$ cat src/rtl/deserializer_pkg.sv
// Shared defaults for the bit-serial to word deserializer.
package deserializer_pkg;

    localparam int DESER_DATA_W = 16;
    localparam int DESER_CNT_W  = $clog2(DESER_DATA_W);

endpackage

$ cat src/rtl/deserializer.sv
// Serial-to-parallel converter: MSB-first bits qualified by data_val_i are
// packed into DATA_W-bit words, each announced with a one-cycle strobe.
module deserializer
    import deserializer_pkg::*;
#(
    parameter int DATA_W = DESER_DATA_W
) (
    input  logic              clk_i,
    input  logic              srst_i,
    input  logic              data_i,
    input  logic              data_val_i,
    output logic [DATA_W-1:0] deser_data_o,
    output logic              deser_data_val_o
);

    localparam int CNT_W = $clog2(DATA_W);

    logic [DATA_W-1:0] shreg;
    logic [CNT_W-1:0]  cnt;
    logic              last_bit;
    logic [DATA_W-1:0] next_word;

    assign last_bit  = (cnt == CNT_W'(DATA_W - 1));
    assign next_word = {shreg[DATA_W-2:0], data_i};

    // Accumulation: idle cycles freeze both the partial word and the bit count
    always_ff @(posedge clk_i or posedge srst_i) begin
        if (srst_i) begin
            shreg <= '0;
            cnt   <= '0;
        end else if (data_val_i) begin
            shreg <= next_word;
            cnt   <= last_bit ? '0 : cnt + CNT_W'(1);
        end
    end

    // Output stage: the word register only changes on completion, not with shreg
    always_ff @(posedge clk_i or posedge srst_i) begin
        if (srst_i) begin
            deser_data_o     <= '0;
            deser_data_val_o <= 1'b0;
        end else begin
            deser_data_val_o <= data_val_i && last_bit;
            if (data_val_i && last_bit) begin
                deser_data_o <= next_word;
            end
        end
    end

endmodule

$ cat config.mk
export PLATFORM = sky130hd
export DESIGN_NAME = deserializer
export DESIGN_NICKNAME = d
export VERILOG_FILES = /design/src/rtl/deserializer_pkg.sv /design/src/rtl/deserializer.sv
export SDC_FILE = /design/constraint.sdc
export NUM_CORES = 1
export LEC_CHECK = 0
export BUFFER_PORTS_ARGS = -buffer_cell sky130_fd_sc_hd__buf_2
export CAP_MARGIN = 15
export CORE_MARGIN = 3
export CORE_UTILIZATION = 58
export DETAILED_ROUTE_END_ITERATION = 12
export PLACE_DENSITY = 0.88
export SLEW_MARGIN = 20
export SYNTH_ARGS = -nofsm -noshare
export SYNTH_HDL_FRONTEND = slang
export SYNTH_SLANG_ARGS = --single-unit
export TNS_END_PERCENT = 1
$ cat constraint.sdc
create_clock -name clk_i -period 4.2 [get_ports clk_i]
set_clock_uncertainty 0.05 [all_clocks]
set_input_delay 0.84 -clock clk_i [delete_from_list [all_inputs] [get_ports clk_i]]
set_output_delay 0.84 -clock clk_i [all_outputs]
set_load 0.05 [all_outputs]
==> flow_summary.yaml, run 1 <==
run_status:
  outcome: "finished, final reports clean"
die:
  initial_core_util_pct: 62.7
  rows: 17
  die_h_um: 55.4
  io-pin-count: 21
  core-area_um2: 2250
  fp.dieW_um: 55.4
  dieArea_um2: 3060
drt:
  route.met3.wl_um: 110
  wire_per_inst_um: 15.3
  drt-initial-drc-count: 6
  wl_mm: 2.09
  vias_per_cell: 5.32
  wl_met1_um: 816
  vias: 729
  route.detailed.drc: 0
  ant_nets: 0
  top_layer_used: "met4"
  dr.pass1.iters: 2
  met2_length_mm: 1.11
setup_path:
  crit_required_ns: 4.37
  cp.arrival_ns: 2.07
  reg2reg_from: "cnt[0]"
  path_cells: "buf_2, nand4_4, mux2_4"
  reg2reg_slack_ns: 2.56
  critical_path_class: "input port to flip-flop"
  cpMaxStageDelayCell: "mux2_4"
  worstSetupStartpointType: "input port"
  r2r-end: "deser_data_o[7]"
  cp_max_fo: 21
  r2r_cells: 3
  slowest_delay_ns: 0.43
  crit_path_end_kind: "flip-flop"
synthesis:
  syn-instance-count: 84
  synth_fp_nets: 89
  synth_area_um2: 1410
  synth_area_leaders: "dfrtp_1 (64%), mux2_2 (19%), mux2_4 (9.6%)"
  synthDistinctLibCells: 14
  synth_seq_cells: 36
  syn_avg_cell_area_um2: 16.8
  yosysTopAreaCell: "dfrtp_1"
  seq_area_frac_synth_pct: 63.8
  synth_top_area_share_pct: 63.8
  synth_warnings: 0
cts:
  cts_hold_buf: 0
  clk_pin_slew_ns: 0.10
  cts_setup_buffers: 0
  ctsResizeCount: 0
  cts_buffers: 5
  htreeDepth: 2
  worstSkewPairLatency_ns: 0.32
  cts_tree: "done"
  cts_buffer_depth: 2
  cts-root-buf: "clkbuf_4"
  cts.sink_count: 36
placed_design:
  place.gp.congestion: 0.671
  port-buffer-count: 20
  dpl_cell_area_um2: 1530
global_routing:
  grt_pass1_vias: 776
  antenna_found_initial: 0
  grt_usage_pct: 16.4
  grt_max_degree: 31
  grt_pass1_wl_mm: 3.72
  overflow: 0
final_layout:
  stdcell_area_um2: 1600
  final_nets: 114
  areaGrowthSynthToFinish_pct: 13.2
  layout_common_cells: "dfrtp_1 (36), mux2_2 (24), buf_2 (20)"
  final_common_cell: "dfrtp_1"
  antenna_cells: 0
  drive_gt1_share_pct: 56.9
power_and_ir_drop:
  p_per_area_nw_per_um2: 789
  p_leak_nw: 0.823
  ir_drop_v: 0.000568
  p_total_w: 0.00126
timing:
  tns_ns: 0
  hold_viol: 0
  period_minus_slack_ns: 1.90
  final-setup-viol-count: 0
  slew_headroom_pct: 69.3
  finalMaxSlewViolations: 0
  rsz0062_at_grt: "no"
  maxClockFrequency_mhz: 526
  finalCritPeriodShare_pct: 45.3
  worstMarginPinSlew_ns: 0.460
worst_hold_path:
  hp-class: "input port to asynchronous set/reset pin"
run:
  cap_violations: 0
[report_power, final]
part / leakage (nW) / total [W] / internal (W) / switching, W
logic: 0.334 / 0.000489 / 0.000182 / 0.000307
clock network: 0.0374 / 0.000198 / 0.0000949 / 0.000103
registers: 0.451 / 0.000576 / 0.000480 / 0.0000957
[routing by layer]
layer,vias to the layer above,global-route usage (%)
met2,16,27.2
met3,5,6.78
li1,345,-
met1,363,18.4
met5,-,0
met4,0,7.29
[stage by stage]
stage | util [%] | hold slack [ns] | setup slack, ns | cells
2_1_floorplan | - | 0.428 | 2.51 | 84
3_3_place_gp | 68.0 | 0.436 | 2.00 | 130
3_5_place_dp | 68.0 | 0.443 | 1.95 | 130
4_1_cts | 70.9 | 0.356 | 2.31 | 137
5_1_grt | 70.9 | 0.365 | 2.18 | 137
6_report | 70.9 | 0.360 | 2.30 | 137
[Yosys cell counts]
cell type and number:
a21oi_1 1, a31oi_1 1, buf_2 2, buf_6 1
dfrtp_1 36, ha_1 1, inv_1 2, mux2_2 24
mux2_4 9, nand2_1 2, nand4_1 1, nand4_4 1
o21ai_0 2, xnor2_1 1
[cell families (layout without fill, tap and decap cells)]
group           Yosys count  in the layout  synth area share [%]
flops                    36             36                  63.8
compound gates            4              4                  1.51
xor+xnor                  1              1                 0.620
simple gates              4              4                  2.48
fa+ha+maj                 1              1                 0.886
mux                      33             33                  28.7
buf+inv                   5             30                  2.04
[worst max-delay path by stage]
stage	cells after the start	start	end
floorplan	1	srst_i	cnt[0]
global placement	3	data_val_i	deser_data_o[0]
detailed placement	3	data_val_i	deser_data_o[7]
CTS	3	data_val_i	deser_data_o[7]
global route	3	data_val_i	deser_data_o[7]
finish	3	data_val_i	deser_data_o[7]
[cell type report]
class,count,area [um2]
clock buffer,7,65.1
inverter,2,7.51
fill,177,656
tap,28,35.0
sequential,36,901
timing repair buffer,21,108
multi-input combinational,43,483
[critical path, delay by kind of cell]
kind / cells / cell delay (ns)
buffers and inverters: 1 / 0.38
multiplexers: 1 / 0.43
AND/OR/NAND/NOR: 1 / 0.42
[flip-flops by register name (all words and copies together), names as in the netlist]
name,cells
shreg,15
cnt,4
deser_data_val_o,1
deser_data_o,16
Note: power is estimated with default switching activity, not from simulation.
==> inputs of run 2 (changes only) <==
ABC_AREA = 1   (was unset)
CORE_UTILIZATION = 49   (was 58)
PLACE_DENSITY = 0.8   (was 0.88)
clock period = 1.7 ns   (was 4.2 ns; I/O delays follow)
==> run 2 against run 1 <==
Net effect:
- sequential cell count did not move
- via count rose by 45%
- clock power rose by 100%
- synthesized cell count rose by 87%
- critical endpoint is now deser_data_o[12]
==> flow_summary.yaml, run 2 <==
die:
  initial_core_util_pct: 52.2
  core-area_um2: 2780
  rows: 19
  dieArea_um2: 3650
  io-pin-count: 21
  fp.dieW_um: 60.4
  die_h_um: 60.4
power_and_ir_drop:
  p_leak_nw: 0.978
  p_per_area_nw_per_um2: 1630
  ir_drop_v: 0.00105
final_layout:
  layout_common_cells: "nand2_1 (81), dfrtp_1 (36), buf_2 (20)"
  num-fill-cells: 253
  largest_register_ffs: 16
  largest_registers: "deser_data_o: 16 flops, shreg: 15 flops, cnt: 4 flops"
  final_common_cell: "nand2_1"
  final_nets: 185
  multiInputGateArea_um2: 488
  antenna_cells: 0
  areaGrowthSynthToFinish_pct: 10.9
  seqCellArea_um2: 901
  drive_gt1_share_pct: 17.2
  largest-register: "deser_data_o"
setup_path:
  cp_max_fo: 18
  crit_required_ns: 1.93
  cp.arrival_ns: 1.60
  r2r-end: "deser_data_o[12]"
  reg2reg_from: "cnt[0]"
  worstSetupStartpointType: "flip-flop"
  r2r_cells: 5
  crit_path_end_kind: "flip-flop"
  reg2reg_slack_ns: 0.32
  critical_path_class: "flip-flop to flip-flop"
cts:
  cts_buffer_depth: 2
  cts.sink_count: 36
  cts_hold_buf: 0
  cts_setup_buffers: 0
  cts-root-buf: "clkbuf_4"
  clk_pin_slew_ns: 0.10
  cts_buffers: 5
  ctsResizeCount: 0
  cts_tree: "done"
  htreeDepth: 2
  worstSkewPairLatency_ns: 0.33
synthesis:
  synth_fp_nets: 162
  synth_warnings: 0
  syn_avg_cell_area_um2: 9.25
  synth_top_area_share_pct: 62.0
  yosysTopAreaCell: "dfrtp_1"
  synthDistinctLibCells: 17
  synthFlopType: "dfrtp_1"
  yosysMostFrequentCell: "nand2_1"
  synth_common_cells: "nand2_1 (81), dfrtp_1 (36), o21ai_0 (14), inv_1 (6), o21ai_1 (4)"
  seq_area_frac_synth_pct: 62.0
  async_flop_share_pct: 100
  syn-instance-count: 157
  synth_seq_cells: 36
  synth_area_um2: 1450
  synth_area_leaders: "dfrtp_1 (62%), nand2_1 (21%), o21ai_0 (4.8%)"
  synth_edf_count: 0
run_status:
  outcome: "finished, final reports clean"
global_routing:
  antenna_found_initial: 0
  grt_usage_pct: 16.4
  overflow: 0
  grt_pass1_wl_mm: 4.33
  grt_max_degree: 37
  grt_pass1_vias: 963
worst_hold_path:
  hp-class: "input port to asynchronous set/reset pin"
placed_design:
  post-place-ws_ns: 0.348
  place.gp.congestion: 0.764
  hpwl_mm: 1.86
  port-buffer-count: 20
timing:
  hold_viol: 0
  finalCritPeriodShare_pct: 81.0
  maxClockFrequency_mhz: 727
  finalMaxSlewViolations: 0
  period_minus_slack_ns: 1.38
  hold_slack_ns: 0.0311
  setup_slack_ns: 0.324
  slew_headroom_pct: 69.8
  final-setup-viol-count: 0
  rsz0062_at_grt: "no"
  worstMarginPinSlew_ns: 0.453
  tns_ns: 0
drt:
  wire_per_inst_um: 12.7
  dr.pass1.iters: 4
  route.detailed.drc: 0
  drt-initial-drc-count: 41
  wl_mm: 2.68
  vias: 1060
  ant_nets: 0
  vias_per_cell: 5.02
run:
  cap_violations: 0
-- run 2: changes by cell type after synthesis, moves of 2 or more --
cell / previous run / this run
mux2_2: 24 / 0
nand2_1: 2 / 81
nand3_1: 0 / 2
inv_1: 2 / 6
o21ai_0: 2 / 14
o21ai_1: 0 / 4
nand2_4: 0 / 2
mux2_4: 9 / 0
-- run 2: worst max-delay path by stage --
| stage | startpoint | endpoint | slack [ns] | depth (start not counted) |
|---|---|---|---|---|
| 6_report | cnt[0] | deser_data_o[12] | 0.32 | 5 |
| 5_1_grt | cnt[0] | deser_data_o[12] | 0.19 | 5 |
| 3_5_place_dp | cnt[0] | deser_data_o[15] | 0.35 | 5 |
| 3_3_place_gp | cnt[0] | deser_data_o[11] | 0.41 | 5 |
| 4_1_cts | cnt[0] | deser_data_o[12] | 0.31 | 5 |
| 2_1_floorplan | cnt[0] | deser_data_o[0] | 0.47 | 5 |
-- run 2: layout make-up --
type	instances	area share, %
clock buffers	6	2.56
well taps	31	2.41
multi-input cells	109	30.3
flip-flops and latches	36	55.9
clock inverters	1	0.311
inverters	6	1.40
repair buffers	22	7.14
-- run 2: kinds of logic (layout without fill, tap and decap cells) --
logic type	Yosys count	after routing	synth area share, %
simple gates	88	88	25.3
flops	36	36	62.0
compound gates	18	18	6.20
buf+inv	12	35	4.39
xor+xnor	2	2	1.21
fa+ha+maj	1	1	0.861
-- run 2: worst max-delay path, cell delays in order, from the launching register on --
cell and delay [ns]:
dfrtp_1 0.40, ha_1 0.25, nand2_4 0.17, nor2_8 0.28, nand2_1 0.09, nand2_1 0.08
-- run 2: layer usage --
layer  routed length, um  global-route usage (%)  vias to the layer above
li1                    -                       -                      531
met1                1190                    20.4                      494
met2                1280                    25.9                       29
met3                 158                    4.89                        6
met4                  45                    8.36                        0
met5                   0                       0                        -
-- run 2: report_power, final --
part | internal [W] | switching (W) | leakage (nW)
Sequential | 0.00108 | 0.000157 | 0.478
Clock | 0.000152 | 0.000253 | 0.0281
Combinational | 0.000228 | 0.000757 | 0.472
-- run 2: through the flow --
| stage | total power [W] | cells | utilization [%] | area (um2) |
|---|---|---|---|---|
| 6_report | 0.00263 | 211 | 57.9 | 1610 |
| 5_1_grt | 0.00278 | 211 | 57.9 | 1610 |
| 4_1_cts | 0.00265 | 211 | 57.9 | 1610 |
| 3_5_place_dp | 0.00225 | 204 | 56.3 | 1570 |
| 3_3_place_gp | 0.00221 | 204 | 56.3 | 1570 |
| 2_1_floorplan | 0.00201 | 157 | - | 1450 |
